## src/rtl/core_pkg.sv

```systemverilog
// Shared RV32I core types: datapath widths, ALU opcodes, forwarding selects
// and the ID/EX pipeline register layout.
package core_pkg;

  localparam int XLEN = 32;
  localparam int REGW = 5;

  typedef enum logic [3:0] {
    ALU_ADD  = 4'd0,
    ALU_SLL  = 4'd1,
    ALU_SLT  = 4'd2,
    ALU_SLTU = 4'd3,
    ALU_XOR  = 4'd4,
    ALU_SRL  = 4'd5,
    ALU_SRA  = 4'd6,
    ALU_OR   = 4'd7,
    ALU_AND  = 4'd8,
    ALU_SUB  = 4'd9
  } alu_op_e;

  typedef enum logic [1:0] {
    FWD_REG = 2'd0,
    FWD_MEM = 2'd1,
    FWD_WB  = 2'd2
  } fwd_sel_e;

  typedef struct packed {
    logic            valid;
    logic            reg_write;
    logic            mem_read;
    logic            mem_write;
    logic            use_imm;
    logic            use_pc;
    alu_op_e         alu_op;
    logic [REGW-1:0] rd;
    logic [REGW-1:0] rs1;
    logic [REGW-1:0] rs2;
    logic [XLEN-1:0] pc;
    logic [XLEN-1:0] rs1_data;
    logic [XLEN-1:0] rs2_data;
    logic [XLEN-1:0] imm;
  } id_ex_t;

  // A producer forwards only if it is live, writes a register, and that register is not x0.
  function automatic logic fwd_hit(input logic            v,
                                   input logic            rw,
                                   input logic [REGW-1:0] rd,
                                   input logic [REGW-1:0] rs);
    return v & rw & (rd != '0) & (rd == rs);
  endfunction

endpackage

```

## src/rtl/fwd_unit.sv

```systemverilog
// Selects the newest value of one source register from MEM, WB or the stored copy.
module fwd_unit
  import core_pkg::*;
(
  input  logic [REGW-1:0] i_rs,
  input  logic [XLEN-1:0] i_reg_data,
  input  logic            i_mem_valid,
  input  logic            i_mem_reg_write,
  input  logic [REGW-1:0] i_mem_rd,
  input  logic [XLEN-1:0] i_mem_data,
  input  logic            i_wb_valid,
  input  logic            i_wb_reg_write,
  input  logic [REGW-1:0] i_wb_rd,
  input  logic [XLEN-1:0] i_wb_data,
  output fwd_sel_e        o_sel,
  output logic [XLEN-1:0] o_data
);

  // MEM is checked last so the younger producer wins.
  always_comb begin
    o_sel  = FWD_REG;
    o_data = i_reg_data;
    if (fwd_hit(i_wb_valid, i_wb_reg_write, i_wb_rd, i_rs)) begin
      o_sel  = FWD_WB;
      o_data = i_wb_data;
    end
    if (fwd_hit(i_mem_valid, i_mem_reg_write, i_mem_rd, i_rs)) begin
      o_sel  = FWD_MEM;
      o_data = i_mem_data;
    end
  end

endmodule

```

## src/rtl/ex_operand_stage.sv

```systemverilog
// ID/EX register with operand forwarding, capture bypass from WB and load-use detection.
// Handshake: ID advances whenever load_use_stall and hold are both low; flush kills EX unconditionally.
module ex_operand_stage
  import core_pkg::*;
(
  input  logic            clk,
  input  logic            rst,
  input  logic            id_valid,
  input  logic [XLEN-1:0] id_pc,
  input  logic [REGW-1:0] id_rs1,
  input  logic [REGW-1:0] id_rs2,
  input  logic [REGW-1:0] id_rd,
  input  logic [XLEN-1:0] id_rs1_data,
  input  logic [XLEN-1:0] id_rs2_data,
  input  logic [XLEN-1:0] id_imm,
  input  logic [3:0]      id_alu_op,
  input  logic            id_use_imm,
  input  logic            id_use_pc,
  input  logic            id_reg_write,
  input  logic            id_mem_read,
  input  logic            id_mem_write,
  input  logic            hold,
  input  logic            flush,
  input  logic            mem_valid,
  input  logic            mem_reg_write,
  input  logic [REGW-1:0] mem_rd,
  input  logic [XLEN-1:0] mem_data,
  input  logic            wb_valid,
  input  logic            wb_reg_write,
  input  logic [REGW-1:0] wb_rd,
  input  logic [XLEN-1:0] wb_data,
  output logic [XLEN-1:0] alu_a,
  output logic [XLEN-1:0] alu_b,
  output logic [3:0]      alu_op,
  output logic            ex_valid,
  output logic            ex_reg_write,
  output logic            ex_mem_read,
  output logic            ex_mem_write,
  output logic [REGW-1:0] ex_rd,
  output logic [XLEN-1:0] ex_pc,
  output logic [XLEN-1:0] ex_store_data,
  output logic            load_use_stall
);

  id_ex_t          r_ex;
  fwd_sel_e        w_sel1, w_sel2;
  logic [XLEN-1:0] w_fwd1, w_fwd2;
  logic [XLEN-1:0] w_cap1, w_cap2;

  fwd_unit u_fwd_rs1 (
    .i_rs(r_ex.rs1), .i_reg_data(r_ex.rs1_data),
    .i_mem_valid(mem_valid), .i_mem_reg_write(mem_reg_write), .i_mem_rd(mem_rd), .i_mem_data(mem_data),
    .i_wb_valid(wb_valid), .i_wb_reg_write(wb_reg_write), .i_wb_rd(wb_rd), .i_wb_data(wb_data),
    .o_sel(w_sel1), .o_data(w_fwd1)
  );

  fwd_unit u_fwd_rs2 (
    .i_rs(r_ex.rs2), .i_reg_data(r_ex.rs2_data),
    .i_mem_valid(mem_valid), .i_mem_reg_write(mem_reg_write), .i_mem_rd(mem_rd), .i_mem_data(mem_data),
    .i_wb_valid(wb_valid), .i_wb_reg_write(wb_reg_write), .i_wb_rd(wb_rd), .i_wb_data(wb_data),
    .o_sel(w_sel2), .o_data(w_fwd2)
  );

  // The register file is read before WB writes it, so the WB value replaces the stale read.
  assign w_cap1 = fwd_hit(wb_valid, wb_reg_write, wb_rd, id_rs1) ? wb_data : id_rs1_data;
  assign w_cap2 = fwd_hit(wb_valid, wb_reg_write, wb_rd, id_rs2) ? wb_data : id_rs2_data;

  assign load_use_stall = r_ex.valid & r_ex.mem_read & (r_ex.rd != '0) & id_valid &
                          ((r_ex.rd == id_rs1) | (r_ex.rd == id_rs2));

  always_ff @(posedge clk or posedge rst) begin
    if (rst) begin
      r_ex <= '0;
    end else if (flush) begin
      r_ex.valid     <= 1'b0;
      r_ex.reg_write <= 1'b0;
      r_ex.mem_read  <= 1'b0;
      r_ex.mem_write <= 1'b0;
    end else if (hold) begin
      // Latch forwarded values so they outlive the producer retiring during the stall.
      if (w_sel1 != FWD_REG) r_ex.rs1_data <= w_fwd1;
      if (w_sel2 != FWD_REG) r_ex.rs2_data <= w_fwd2;
    end else if (load_use_stall) begin
      r_ex.valid     <= 1'b0;
      r_ex.reg_write <= 1'b0;
      r_ex.mem_read  <= 1'b0;
      r_ex.mem_write <= 1'b0;
    end else begin
      r_ex.valid     <= id_valid;
      r_ex.reg_write <= id_valid & id_reg_write;
      r_ex.mem_read  <= id_valid & id_mem_read;
      r_ex.mem_write <= id_valid & id_mem_write;
      r_ex.use_imm   <= id_use_imm;
      r_ex.use_pc    <= id_use_pc;
      r_ex.alu_op    <= alu_op_e'(id_alu_op);
      r_ex.rd        <= id_rd;
      r_ex.rs1       <= id_rs1;
      r_ex.rs2       <= id_rs2;
      r_ex.pc        <= id_pc;
      r_ex.rs1_data  <= w_cap1;
      r_ex.rs2_data  <= w_cap2;
      r_ex.imm       <= id_imm;
    end
  end

  assign alu_a         = r_ex.use_pc  ? r_ex.pc  : w_fwd1;
  assign alu_b         = r_ex.use_imm ? r_ex.imm : w_fwd2;
  assign ex_store_data = w_fwd2;
  assign alu_op        = r_ex.alu_op;
  assign ex_valid      = r_ex.valid;
  assign ex_reg_write  = r_ex.reg_write;
  assign ex_mem_read   = r_ex.mem_read;
  assign ex_mem_write  = r_ex.mem_write;
  assign ex_rd         = r_ex.rd;
  assign ex_pc         = r_ex.pc;

endmodule

```

## config.mk

```make
export PLATFORM = sky130hd
export DESIGN_NAME = ex_operand_stage
export DESIGN_NICKNAME = d
export VERILOG_FILES = /design/src/rtl/core_pkg.sv /design/src/rtl/fwd_unit.sv /design/src/rtl/ex_operand_stage.sv
export SDC_FILE = /design/constraint.sdc
export NUM_CORES = 1
export LEC_CHECK = 0
export ABC_AREA = 0
export CORE_AREA = 2 2 209 211
export CTS_CLUSTER_DIAMETER = 80
export CTS_CLUSTER_SIZE = 8
export DETAILED_ROUTE_END_ITERATION = 10
export DIE_AREA = 0 0 211 213
export GPL_TIMING_DRIVEN = 0
export SYNTH_ARGS = -nofsm -noshare
export SYNTH_HDL_FRONTEND = slang
export SYNTH_SLANG_ARGS = --single-unit
```

## constraint.sdc

```tcl
create_clock -name clk -period 6.5 [get_ports clk]
set_input_delay 1.625 -clock clk [delete_from_list [all_inputs] [get_ports clk]]
set_output_delay 1.625 -clock clk [all_outputs]
set_load 0.02 [all_outputs]
```

Word-level counts from Yosys, hierarchy flattened
Cells that the tools add are included.
{ "word_totals": {"regBits": 153} }
{ "classes": {"n_reduce_logical": 8, "eq_ne": 12, "bitwise": 21, "muxes": 19} }
{ "op_table": {"columns": ["operator", "count"], "rows": [
  ["$mux W32", 10],
  ["$mux W149", 1],
  ["$mux W64", 1],
  ["$mux W57", 1],
  ["$eq A5 B5 Y1", 8],
  ["$and A1 B1 Y1", 17],
  ["$reduce_bool A5 Y1", 3],
  ["$reduce_and A3 Y1", 3],
  ["$mux W2", 4],
  ["$mux W4", 2],
  ["$ne A2 B1 Y1 const B", 3],
  ["$reduce_bool A2 Y1", 2],
  ["$not A1 Y1", 3],
  ["$ne A2 B2 Y1 const B", 1],
  ["$or A1 B1 Y1", 1]
]} }

Longest topological paths before layout
{ "logic_depth": {"depth_word": 8, "ltp_mapped": 9, "depth_no_buf": 6} }

Cells and area by module
A second synthesis with hierarchy kept.
{ "unflattened": {"hier_cells": 999, "hier_area_um2": 11011.8} }
{ "by_module_without_submodules": {"columns": ["module", "cells_each", "instances", "area_each_um2"], "rows": [
  ["ex_operand_stage", 631, 1, 8692.1],
  ["fwd_unit", 184, 2, 1159.9]
]} }

Worst setup path after synthesis
Ideal clock, no wire load.
{ "synth_path": {"path_type": "in2out", "from": "input port wb_rd[0]", "to": "output port alu_b[0]", "cell_stages": 7, "required_ns": 4.875, "arrival_ns": 3.777, "path_slack_ns": 1.098, "path_cell_list": "buf_2 > or4_1 > o211ai_1 > buf_2 > o31ai_1 > a31oi_1 > mux2_2"} }
{ "synth_between": {"elab_chain_len": 6} }
{ "synth_lines": {"columns": ["element", "line", "text"], "rows": [
  ["from (decl)", "ex_operand_stage.sv:30", "input logic [REGW-1:0] wb_rd,"],
  ["$reduce_bool A5 Y1", "core_pkg.sv:49", "return v & rw & (rd != '0) & (rd == rs);"],
  ["$and A1 B1 Y1", "core_pkg.sv:49", null],
  ["$and A1 B1 Y1 (*)", "core_pkg.sv:49", null],
  ["$mux W32 (*)", "fwd_unit.sv:23", "if (fwd_hit(i_wb_valid, i_wb_reg_write, i_wb_rd, i_rs)) begin"],
  ["$mux W32 (*)", "fwd_unit.sv:27", "if (fwd_hit(i_mem_valid, i_mem_reg_write, i_mem_rd, i_rs)) begin"],
  ["net ex_store_data[0]", "ex_operand_stage.sv:41", "output logic [XLEN-1:0] ex_store_data,"],
  ["$mux W32 (*)", "ex_operand_stage.sv:107", "assign alu_b = r_ex.use_imm ? r_ex.imm : w_fwd2;"],
  ["to (decl)", "ex_operand_stage.sv:33", "output logic [XLEN-1:0] alu_b,"]
]} }
Mark *: on every way through the listed nets, which the timed path passes. The rest lies on a longest branch.

Worst setup path in the final report
{ "layout_path": {"from": "input port mem_rd[3]", "to": "output port alu_a[8]"} }
{ "layout_between": {"elab_chain_len": 5} }
{ "layout_lines": {"columns": ["element", "line", "text"], "rows": [
  ["from (decl)", "ex_operand_stage.sv:26", "input logic [REGW-1:0] mem_rd,"],
  ["$reduce_bool A5 Y1", "core_pkg.sv:49", null],
  ["$and A1 B1 Y1", "core_pkg.sv:49", null],
  ["$and A1 B1 Y1 (*)", "core_pkg.sv:49", null],
  ["$mux W32 (*)", "fwd_unit.sv:27", null],
  ["$mux W32 (*)", "ex_operand_stage.sv:106", "assign alu_a = r_ex.use_pc ? r_ex.pc : w_fwd1;"],
  ["to (decl)", "ex_operand_stage.sv:32", "output logic [XLEN-1:0] alu_a,"]
]} }
Every way passes the cells marked *; elsewhere a longest branch is shown, timed or not.

==> results.txt <==
GP Congestion -> 0.857
Setup TNS -> 0 ns
Longest Clk Path Bufs -> 2
fraction of layout cells with a size suffix above 1 -> 22.5%
FP Rows -> 76
Num CTS Buffers -> 17
initial antenna violation count -> 4
DRT iter0 DRCs -> 749
Hold Crit Depth -> 1
Hold Startpoint -> r_ex[60]
Synth area leaders -> dfrtp_1 (36%), mux2_2 (17%), mux2i_1 (6.1%), o31ai_1 (4.6%), a31oi_1 (3.8%)
drt drc -> 0
status -> finished clean
Top FF cell, synth -> dfrtp_1
Initial Utilization -> 24.7%
Synth cell types -> 39
Final period util -> 99.3%
Post-Syn Nets -> 1278
Max Cap Viol -> 0
minimum clock period -> 6.45 ns
setup ws final -> 0.0475 ns
LEAKAGE -> 6.57 nW
endpoints failing setup -> 0
most area-hungry cell type in the Yosys netlist -> dfrtp_1
R2R setup slack -> 3.33 ns
Setup Skew -> 0.0128 ns
Rel. slew slack -> 26.9%
commonest cells in the netlist -> mux2_2 (160), dfrtp_1 (153), o31ai_1 (65), a31oi_1 (64), mux2i_1 (64)
Slew Limit Fails -> 0
most frequent cell after synthesis -> mux2_2
clock slew at reported path FFs -> 0.07 ns
number of global-route vias before repair -> 10900
Seq/Total Area, Yosys -> 36.3%
clk sink count -> 153
Port Buffer Count -> 371
top layer used by detailed routing -> met5
FF+latch count, synth -> 153
crit-path max FO -> 10
CP arrival -> 4.83 ns
I/O pin cnt -> 377
clk_lat worst skew -> 0.46 ns
Congestion Overflow GR -> 0
Nets -> 1671
worst setup path category -> in2out
dpl hpwl -> 37400 um
Syn-to-layout area delta -> 50.4%
Slew @ Worst Pin -> 1.10 ns
Worst Hold Endpoint -> r_ex[60]
CORE AREA -> 42700 um2
H-tree depth -> 4
async set or reset register ratio after synthesis -> 100%
Crit. End Element -> output pin
Post-synth EDFFs -> 0
DR WL met2 -> 23700 um
DRT met1 WL -> 20600 um
CTS tree -> built
die span in y -> 213 um
reg2reg path depth -> 8
largest net degree at the start of global routing -> 88
Worst R2R Start -> ex_rd[4]
top cell type's share of synthesized area -> 36.3%
f_max -> 155 MHz
Mapped Area -> 10500 um2
Root Buffer -> clkbuf_16
die width -> 211 um
Worst Hold Class -> reg2reg
synth warn -> 0
RSZ-0062 raised after global routing -> no
hold violation total from the final report -> 0
worst vdd ir -> 0.169 mV
Routed WL -> 49200 um
Die Area -> 44900 um2
vias -> 10600
metal3 WL -> 3590 um
Global Route Usage Sum -> 21.4%
Pre-antenna DRT Iters -> 5
Filler Cell Count -> 4285
pre-CTS setup slack -> -0.675 ns
Worst Path Required -> 4.88 ns
crit start category -> input pin
Final ANT Viol Nets -> 0
syn avg cell area -> 10.1 um2
first-pass GRT wire length -> 70200 um
Post-Syn Instances -> 1043
WL/cell -> 24.6 um
PD cells -> 273 nW/um2
Worst R2R End -> r_ex[30]
via-per-instance ratio -> 5.28
[power by group]
group          internal, W  switching (W)
Sequential         0.00113       0.000124
Clock             0.000658       0.000472
Combinational     0.000933       0.000999
Total              0.00273        0.00160
[worst max path at each step]
stage | startpoint | to
finish | mem_rd[3] | alu_a[8]
global route | mem_rd[0] | alu_b[25]
CTS | mem_rd[0] | alu_b[28]
detailed placement | mem_rd[0] | alu_a[23]
global placement | rst | r_ex[13]
floorplan | rst | alu_op[0]
[critical path, cell delays in order]
cell             delay [ns]
clkdlybuf4s50_1        0.62
or4_1                  0.21
o211ai_4               0.12
buf_12                 0.18
nor4_4                 0.55
buf_2                  0.35
a211oi_1               0.09
o31ai_1                0.37
clkdlybuf4s50_1        0.70
[through the flow]
stage                     std cells  instance area (um2)  power (W)  hold WS (ns)  utilization (%)
final                          1997                15900    0.00432         0.491             37.1
after global routing           1996                15800    0.00451         0.519             37.1
after CTS                      1995                15700    0.00434         0.495             36.9
after detailed placement       1961                15000    0.00318         0.480             35.1
after global placement         1960                14900    0.00315         0.466             35.0
after floorplan                1043                10500    0.00231         0.458                -
[cell families after synthesis]
group,share of synthesized area [%]
muxes,26.1
DFF,36.3
buffers and inverters,8.80
and+or+nand+nor,7.80
AOI/OAI and AO/OA,17.6
xor gates and xnor gates,3.33
[final cells by class]
class                      instances  area (um2)  share of cell area (%)
clock buffer                      19         443                    2.79
sequential                       153        3830                    24.2
inverter                          36         143                   0.900
antenna                            2        5.00                  0.0316
buffer                           147         821                    5.18
multi-input combinational        706        5920                    37.4
clock inverter                    13         194                    1.22
tap                              546         683                    4.31
timing repair buffer             375        3810                    24.0
[repair_timing]
| action | CTS | global route |
|---|---|---|
| cloned | 0 | 0 |
| resized for setup | 28 | 32 |
| setup buffers | 3 | 0 |
| setup endpoints to repair | 93 | 41 |
| endpoints found under the hold margin | 0 | 0 |
| pin swaps | 3 | 1 |
| hold buffers | 0 | 0 |
[sequential cells by signal, summed over array words and instances, names as in the netlist]
name,count
alu_op,4
ex_rd,5
ex_mem_write,1
ex_pc,32
ex_valid,1
ex_reg_write,1
r_ex,108
ex_mem_read,1
[routing by layer]
metal  vias to the layer above  track usage [%]
met5                         -                0
met4                         4             7.36
met3                        81             4.78
met2                       539             36.0
met1                      5222             26.9
li1                       4705                -
[cell usage in the layout (no fill, tap or decap), types with 34 or more instances in the layout]
cell type | netlist | layout
nor2_1 | 37 | 37
nand2_1 | 39 | 39
inv_1 | 36 | 35
clkbuf_1 | 61 | 53
nand4_1 | 34 | 34
o31ai_1 | 65 | 65
dfrtp_1 | 153 | 153
clkdlybuf4s50_1 | 0 | 352
mux2_2 | 160 | 160
buf_4 | 42 | 47
a31oi_1 | 64 | 47
mux2i_1 | 64 | 64
Power figures use the tool's default switching activity.
